<file path="src/rtl/bin2bcd_seq.sv">
// Sequential binary-to-BCD converter using iterative shift-add-3 ("double dabble").
// Converts one bit per cycle and reports a registered result with an overflow flag.
`timescale 1ns/1ps

module bin2bcd_seq #(
  parameter int WIDTH  = 8,
  parameter int DIGITS = 3
) (
  input  logic                  clk,
  input  logic                  rst,
  input  logic                  in_valid,
  output logic                  in_ready,
  input  logic [WIDTH-1:0]      bin,
  output logic                  out_valid,
  output logic [4*DIGITS-1:0]   bcd,
  output logic                  overflow
);

  localparam int BW = 4 * DIGITS;
  localparam int CW = $clog2(WIDTH + 1);

  typedef enum logic [1:0] {
    IDLE,
    SHIFT,
    DONE
  } state_t;

  state_t          state_q;
  logic [WIDTH-1:0] bin_q;
  logic [BW-1:0]   scratch_q;
  logic            ovf_q;
  logic [CW-1:0]   count_q;
  logic [BW-1:0]   bcd_q;
  logic            overflow_q;
  logic            out_valid_q;

  logic [BW-1:0]    adj_d;
  logic [BW-1:0]    scratch_d;
  logic [WIDTH-1:0] bin_d;
  logic             carry_d;

  // One double-dabble step: per-digit +3 correction, then a 1-bit left shift
  // of {scratch, bin}. The bit leaving the top digit is the overflow carry.
  always_comb begin
    adj_d = scratch_q;
    for (int i = 0; i < DIGITS; i++) begin
      if (scratch_q[4*i +: 4] >= 4'd5) begin
        adj_d[4*i +: 4] = scratch_q[4*i +: 4] + 4'd3;
      end
    end
    carry_d   = adj_d[BW-1];
    scratch_d = {adj_d[BW-2:0], bin_q[WIDTH-1]};
    bin_d     = bin_q << 1;
  end

  // NOTE: all state updates use non-blocking assignments so every register
  // samples pre-edge values; blocking here would chain updates within a cycle.
  always_ff @(posedge clk) begin
    if (rst) begin
      state_q     <= IDLE;
      bin_q       <= '0;
      scratch_q   <= '0;
      ovf_q       <= 1'b0;
      count_q     <= '0;
      bcd_q       <= '0;
      overflow_q  <= 1'b0;
      out_valid_q <= 1'b0;
    end else begin
      out_valid_q <= 1'b0;
      case (state_q)
        IDLE: begin
          if (in_valid && in_ready) begin
            bin_q     <= bin;
            scratch_q <= '0;
            ovf_q     <= 1'b0;
            count_q   <= CW'(WIDTH);
            state_q   <= SHIFT;
          end
        end
        SHIFT: begin
          scratch_q <= scratch_d;
          bin_q     <= bin_d;
          ovf_q     <= ovf_q | carry_d;
          count_q   <= count_q - CW'(1);
          // Last bit: publish the result together with the sticky overflow.
          if (count_q == CW'(1)) begin
            state_q     <= DONE;
            bcd_q       <= scratch_d;
            overflow_q  <= ovf_q | carry_d;
            out_valid_q <= 1'b1;
          end
        end
        DONE: begin
          state_q <= IDLE;
        end
        default: begin
          state_q <= IDLE;
        end
      endcase
    end
  end

  assign in_ready  = (state_q == IDLE) && !rst;
  assign out_valid = out_valid_q;
  assign bcd       = bcd_q;
  assign overflow  = overflow_q;

endmodule

</file>
<file path="config.mk">
export PLATFORM = sky130hd
export DESIGN_NAME = bin2bcd_seq
export DESIGN_NICKNAME = d
export VERILOG_FILES = /design/src/rtl/bin2bcd_seq.sv
export SDC_FILE = /design/constraint.sdc
export NUM_CORES = 1
export LEC_CHECK = 0
export CORE_ASPECT_RATIO = 1.5
export CORE_UTILIZATION = 35
export DETAILED_ROUTE_END_ITERATION = 8
export GPL_TIMING_DRIVEN = 0
export PLACE_DENSITY_LB_ADDON = 0.08
export SLEW_MARGIN = 20
export SYNTH_ARGS = -nofsm -noshare
export SYNTH_HDL_FRONTEND = slang
export SYNTH_SLANG_ARGS = --single-unit
</file>
<file path="constraint.sdc">
create_clock -name clk -period 1.9 [get_ports clk]
set_clock_uncertainty 0.05 [all_clocks]
set_input_delay 0.38 -clock clk [delete_from_list [all_inputs] [get_ports clk]]
set_output_delay 0.38 -clock clk [all_outputs]
set_load 0.02 [all_outputs]
</file>
==> results of run 1 <==
==> layout by cell type, fill, tap and decap left out, types with 3 or more instances in the layout <==
master / n
dfxtp_1: 41
nor2_1: 24
clkdlybuf4s50_1: 23
nand2_1: 18
a21oi_1: 15
inv_1: 10
o21ai_0: 10
nor3_1: 8
ha_1: 8
a311oi_1: 7
a211oi_1: 7
nor3b_1: 6
a22o_1: 6
and3_1: 6
a21o_1: 6
clkbuf_8: 6
nand2b_1: 5
buf_2: 3
buf_6: 3
nand3_1: 3
mux2i_1: 3
xnor2_1: 3
==> layout make-up <==
cell class | instances | area (um2) | area share (%)
plain buffers | 9 | 75.1 | 3.23
clock buffers | 7 | 86.3 | 3.71
inverters | 10 | 37.5 | 1.61
multi-input cells | 152 | 972 | 41.8
flip-flops and latches | 41 | 821 | 35.3
well taps | 68 | 85.1 | 3.66
repair buffers | 25 | 250 | 10.8
==> per-layer routing <==
metal / routed length [um] / GRT usage [%]
met1: 1950 / 18.5
met2: 2370 / 31.4
met3: 125 / 3.61
met4: 55 / 6.40
met5: 0 / 0
==> cell families (layout without fill, tap and decap cells) <==
group | Yosys count | count (layout) | share of synthesized area, %
compound gates | 58 | 58 | 21.2
buf+inv | 20 | 51 | 5.60
xor+xnor | 3 | 3 | 1.38
flops | 41 | 41 | 43.2
fa+ha+maj | 8 | 8 | 5.27
mux | 4 | 4 | 2.17
simple gates | 79 | 79 | 21.1
==> state kept, by name, indices dropped and copies added (netlist names) <==
signal / cells
state_q: 2
ovf_q: 1
bcd: 12
scratch_q: 12
overflow: 1
out_valid: 1
count_q: 4
bin_q: 8
==> through the flow <==
step                      power [W]  hold slack (ns)  cell area [um2]  util (%)  worst slack (ns)
final                       0.00173            0.414             2330      45.1             0.180
after global placement      0.00118            0.409             2230      43.3            -0.827
after global routing        0.00183            0.438             2330      45.1            0.0707
after CTS                   0.00177            0.419             2330      45.1             0.145
after detailed placement    0.00118            0.409             2230      43.3            -0.812
after floorplan             0.00109            0.396             1900         -             0.267
==> report_power, final <==
group	switching, W	internal [W]
Clock	0.000283	0.000288
Combinational	0.000134	0.000106
Sequential	0.0000254	0.000895
==> how the worst min path moves through the flow <==
stage | start | end | slack (ns) | cells past startpoint
4_1_cts | bcd[0] | bcd[0] | 0.42 | 2
5_1_grt | bcd[0] | bcd[0] | 0.44 | 2
3_3_place_gp | bcd[0] | bcd[0] | 0.41 | 2
6_report | bcd[0] | bcd[0] | 0.41 | 2
2_1_floorplan | bin_q[7] | bcd[0] | 0.40 | 2
3_5_place_dp | bcd[0] | bcd[0] | 0.41 | 2
==> critical path, delay by kind of cell, from the launching register on <==
kind / cells / cell delay, ns
flip-flops: 1 / 0.35
AND/OR/NAND/NOR: 1 / 0.19
buffers and inverters: 2 / 0.47
==> results.yml, run 1 <==
synthesis:
  synthMostInstantiatedCell: "dfxtp_1"
  yosys.area.top_type: "dfxtp_1"
  synth_top_area_share_pct: 43.2
  synth_cell_types: 37
  yosysSeqAreaShare_pct: 43.2
  ys.flop_type: "dfxtp_1"
  syn_inst: 213
  synth.ff_latch_count: 41
  synth.net_count: 232
  synth_edf_count: 0
  ys_top_cells_by_count: "dfxtp_1, nor2_1, nand2_1, a21oi_1"
  synth.avg_cell_area_um2: 8.92
  ys_warn_count: 0
  async_flop_share_pct: 0
  ys_top_cells_by_area: "dfxtp_1, ha_1, nor2_1"
  synth_area_um2: 1900
setup_path:
  r2r_cells: 6
  arrival_ns: 1.29
  reg2reg_from: "count_q[0]"
  path_max_fanout: 10
  slowest_stage: "dfxtp_1"
  worstSetupStartpoint: "state_q[1]"
  start_kind: "flip-flop"
  crit_path_cell_trace: "buf_2 > nor3_1 > clkdlybuf4s15_2"
  r2r_slack_ns: 0.29
  cp_data_required_time_ns: 1.47
  end_kind: "output pin"
  worstReg2RegEnd: "bcd[7]"
  worst-setup-path-type: "flip-flop to output pin"
  endpoint: "in_ready"
  max_stage_delay_ns: 0.35
clocking:
  numCtsBuffers: 5
  cts_sinks: 41
  holdBufCountCts: 0
  htree_levels: 2
  cts_max_path_buffers: 2
  cts_setup_buffers: 0
  clk_latency_ns: 0.29
  post_cts_resize_count: 8
  clk_pin_slew_ns: 0.08
  root_buffer: "clkbuf_8"
  cts_tree: "done"
floorplanning:
  initial_core_util_pct: 36.8
  core_area_um2: 5160
  io-pin-count: 26
  die-area_um2: 5730
  die_x_um: 62.1
  row_count: 32
  dieHeight_um: 92.2
detailed_routing:
  vias: 1598
  route.detailed.drc: 0
  ant_nets: 0
  drt-initial-drc-count: 62
  totalWireLength_um: 4490
  firstDrtPassIters: 4
  wl_per_cell_um: 14.4
  post_drt_via_cell_ratio: 5.12
cells_and_area:
  diodes: 0
  finalNonFillerCells: 312
  fill_cells: 540
  area_growth_pct: 22.5
  nets: 263
  drive_above_1_share_pct: 9.43
sta:
  final_max_slew_viol_count: 0
  period_share_pct: 90.5
  tns_ns: 0
  fmax_mhz: 581
  rsz0062_at_grt: "no"
  hold_viol_final: 0
  setup_viol: 0
  tightest_slew_ns: 0.563
  finalCriticalPeriod_ns: 1.72
  slew-limit-headroom_pct: 62.5
placement:
  place_inst: 306
  io_buffers: 25
  dp_hpwl_um: 3270
  globalplace.congestion: 0.713
global_routing:
  antenna_found_initial: 0
  grt_pass1_vias: 1582
  grt_overflow: 0
  grt_pass1_wl_um: 7540
  grt_max_degree: 20
  track_usage_pct: 16.9
power:
  p_leak_nw: 0.927
  ir_drop_v: 0.000334
  p_per_area_nw_per_um2: 744
hold_path:
  hold_path_class: "flip-flop to flip-flop"
run_status:
  status: "completed"
job:
  cap_violations: 0
(Power assumes the default switching activity.)
==> inputs of run 2 (changes only) <==
Settings changed: PLACE_DENSITY_LB_ADDON 0.08 to 0.15.
==> run 2 against run 1 <==
  * Setup slack got worse by 0.0082 ns
  * Non-clock buffer count did not move
  * Global-route usage up 0.42 points
  * Fmax is 0.47% lower
  * Power about the same
  * Largest cell class unchanged
==> results.yml, run 2 (synthesized netlist as in run 1, its figures left out) <==
sta:
  tightest_slew_ns: 0.558
  fmax_mhz: 579
  period_share_pct: 91.0
  final_max_slew_viol_count: 0
  hold_viol_final: 0
  rsz0062_at_grt: "no"
  setup_viol: 0
  holdWs_ns: 0.425
  finalCriticalPeriod_ns: 1.73
  slew-limit-headroom_pct: 62.8
floorplanning:
  die-area_um2: 5730
  row_count: 32
  core_area_um2: 5160
  die_x_um: 62.1
  io-pin-count: 26
  dieHeight_um: 92.2
  initial_core_util_pct: 36.8
cells_and_area:
  drive_above_1_share_pct: 10.2
  finalNonFillerCells: 313
  layout_commonest_cell: "dfxtp_1"
  diodes: 0
  final_cell_mix: "dfxtp_1, nor2_1, clkdlybuf4s50_1, nand2_1, a21oi_1"
  nets: 263
  area_growth_pct: 22.5
detailed_routing:
  firstDrtPassIters: 4
  post_drt_via_cell_ratio: 5.12
  wl_per_cell_um: 14.4
  vias: 1602
  drt-initial-drc-count: 42
  totalWireLength_um: 4500
  route.detailed.drc: 0
  ant_nets: 0
setup_path:
  crit_path_cell_trace: "buf_2 > nor3_1 > clkdlybuf4s15_2"
  worst-setup-path-type: "flip-flop to output pin"
  cp_data_required_time_ns: 1.47
  max_stage_delay_ns: 0.35
  arrival_ns: 1.30
  path_max_fanout: 10
  end_kind: "output pin"
  start_kind: "flip-flop"
  slowest_stage: "dfxtp_1"
clocking:
  htree_levels: 2
  clk_pin_slew_ns: 0.08
  root_buffer: "clkbuf_8"
  cts_sinks: 41
  cts_max_path_buffers: 2
  cts_setup_buffers: 0
  numCtsBuffers: 5
  cts_tree: "done"
  clk_latency_ns: 0.29
power:
  p_leak_nw: 0.926
  p_per_area_nw_per_um2: 743
  ir_drop_v: 0.000442
placement:
  io_buffers: 25
  dp_hpwl_um: 3170
  globalplace.congestion: 0.781
  place_inst: 306
global_routing:
  antenna_found_initial: 0
  track_usage_pct: 17.3
  grt_pass1_vias: 1583
  grt_max_degree: 20
  grt_pass1_wl_um: 7730
  grt_overflow: 0
run_status:
  status: "completed"
hold_path:
  hold_path_class: "flip-flop to flip-flop"
job:
  cap_violations: 0
run 2: worst paths after layout:
kind         slack [ns]         start      endpoint  cells past startpoint
min                0.43        bcd[0]        bcd[0]                      2
max                0.17    state_q[1]      in_ready                      3
max reg2reg        0.31  scratch_q[1]  scratch_q[2]                      6
min reg2reg        0.43        bcd[0]        bcd[0]                      2
run 2: power breakdown:
group	switching [W]	total [W]	leakage, nW	internal [W]
combinational	0.000134	0.000239	0.549	0.000105
sequential	0.0000266	0.000922	0.334	0.000895
clock	0.000315	0.000569	0.0439	0.000254
run 2: area by class of cell:
type / count / area (um2)
fillers: 519 / 2840
well taps: 68 / 85.1
plain buffers: 9 / 75.1
flip-flops and latches: 41 / 821
clock buffers: 5 / 68.8
repair buffers: 25 / 250
clock inverters: 3 / 17.5
inverters: 10 / 37.5
multi-input cells: 152 / 972
run 2: worst max-delay path, delay by kind of cell (launching register included):
family                 cells  cell delay, ns
flip-flops                 1            0.35
AND/OR/NAND/NOR            1            0.19
buffers and inverters      2            0.47
run 2: what timing repair did:
action | 4_1_cts | 5_1_grt
endpoints found under the setup margin | 1 | 0
hold buffers | 0 | 0
resized for setup | 8 | 0
run 2: per-stage QoR:
step	total power, W	util, %	instance area [um2]	setup TNS (ns)	worst slack [ns]
6_report	0.00173	45.1	2330	0	0.171
5_1_grt	0.00183	45.1	2330	0	0.0734
4_1_cts	0.00175	45.1	2330	0	0.158
3_5_place_dp	0.00118	43.3	2230	-1.86	-0.821
3_3_place_gp	0.00118	43.3	2230	-2.54	-0.845
2_1_floorplan	0.00109	-	1900	0	0.267
run 2: per-layer routing:
metal | up-vias | GRT usage [%] | part of all wire [%]
li1 | 820 | - | -
met1 | 744 | 20.1 | 45
met2 | 33 | 30.6 | 49
met3 | 5 | 3.86 | 4.8
met4 | 0 | 6.78 | 1.5
met5 | - | 0 | 0
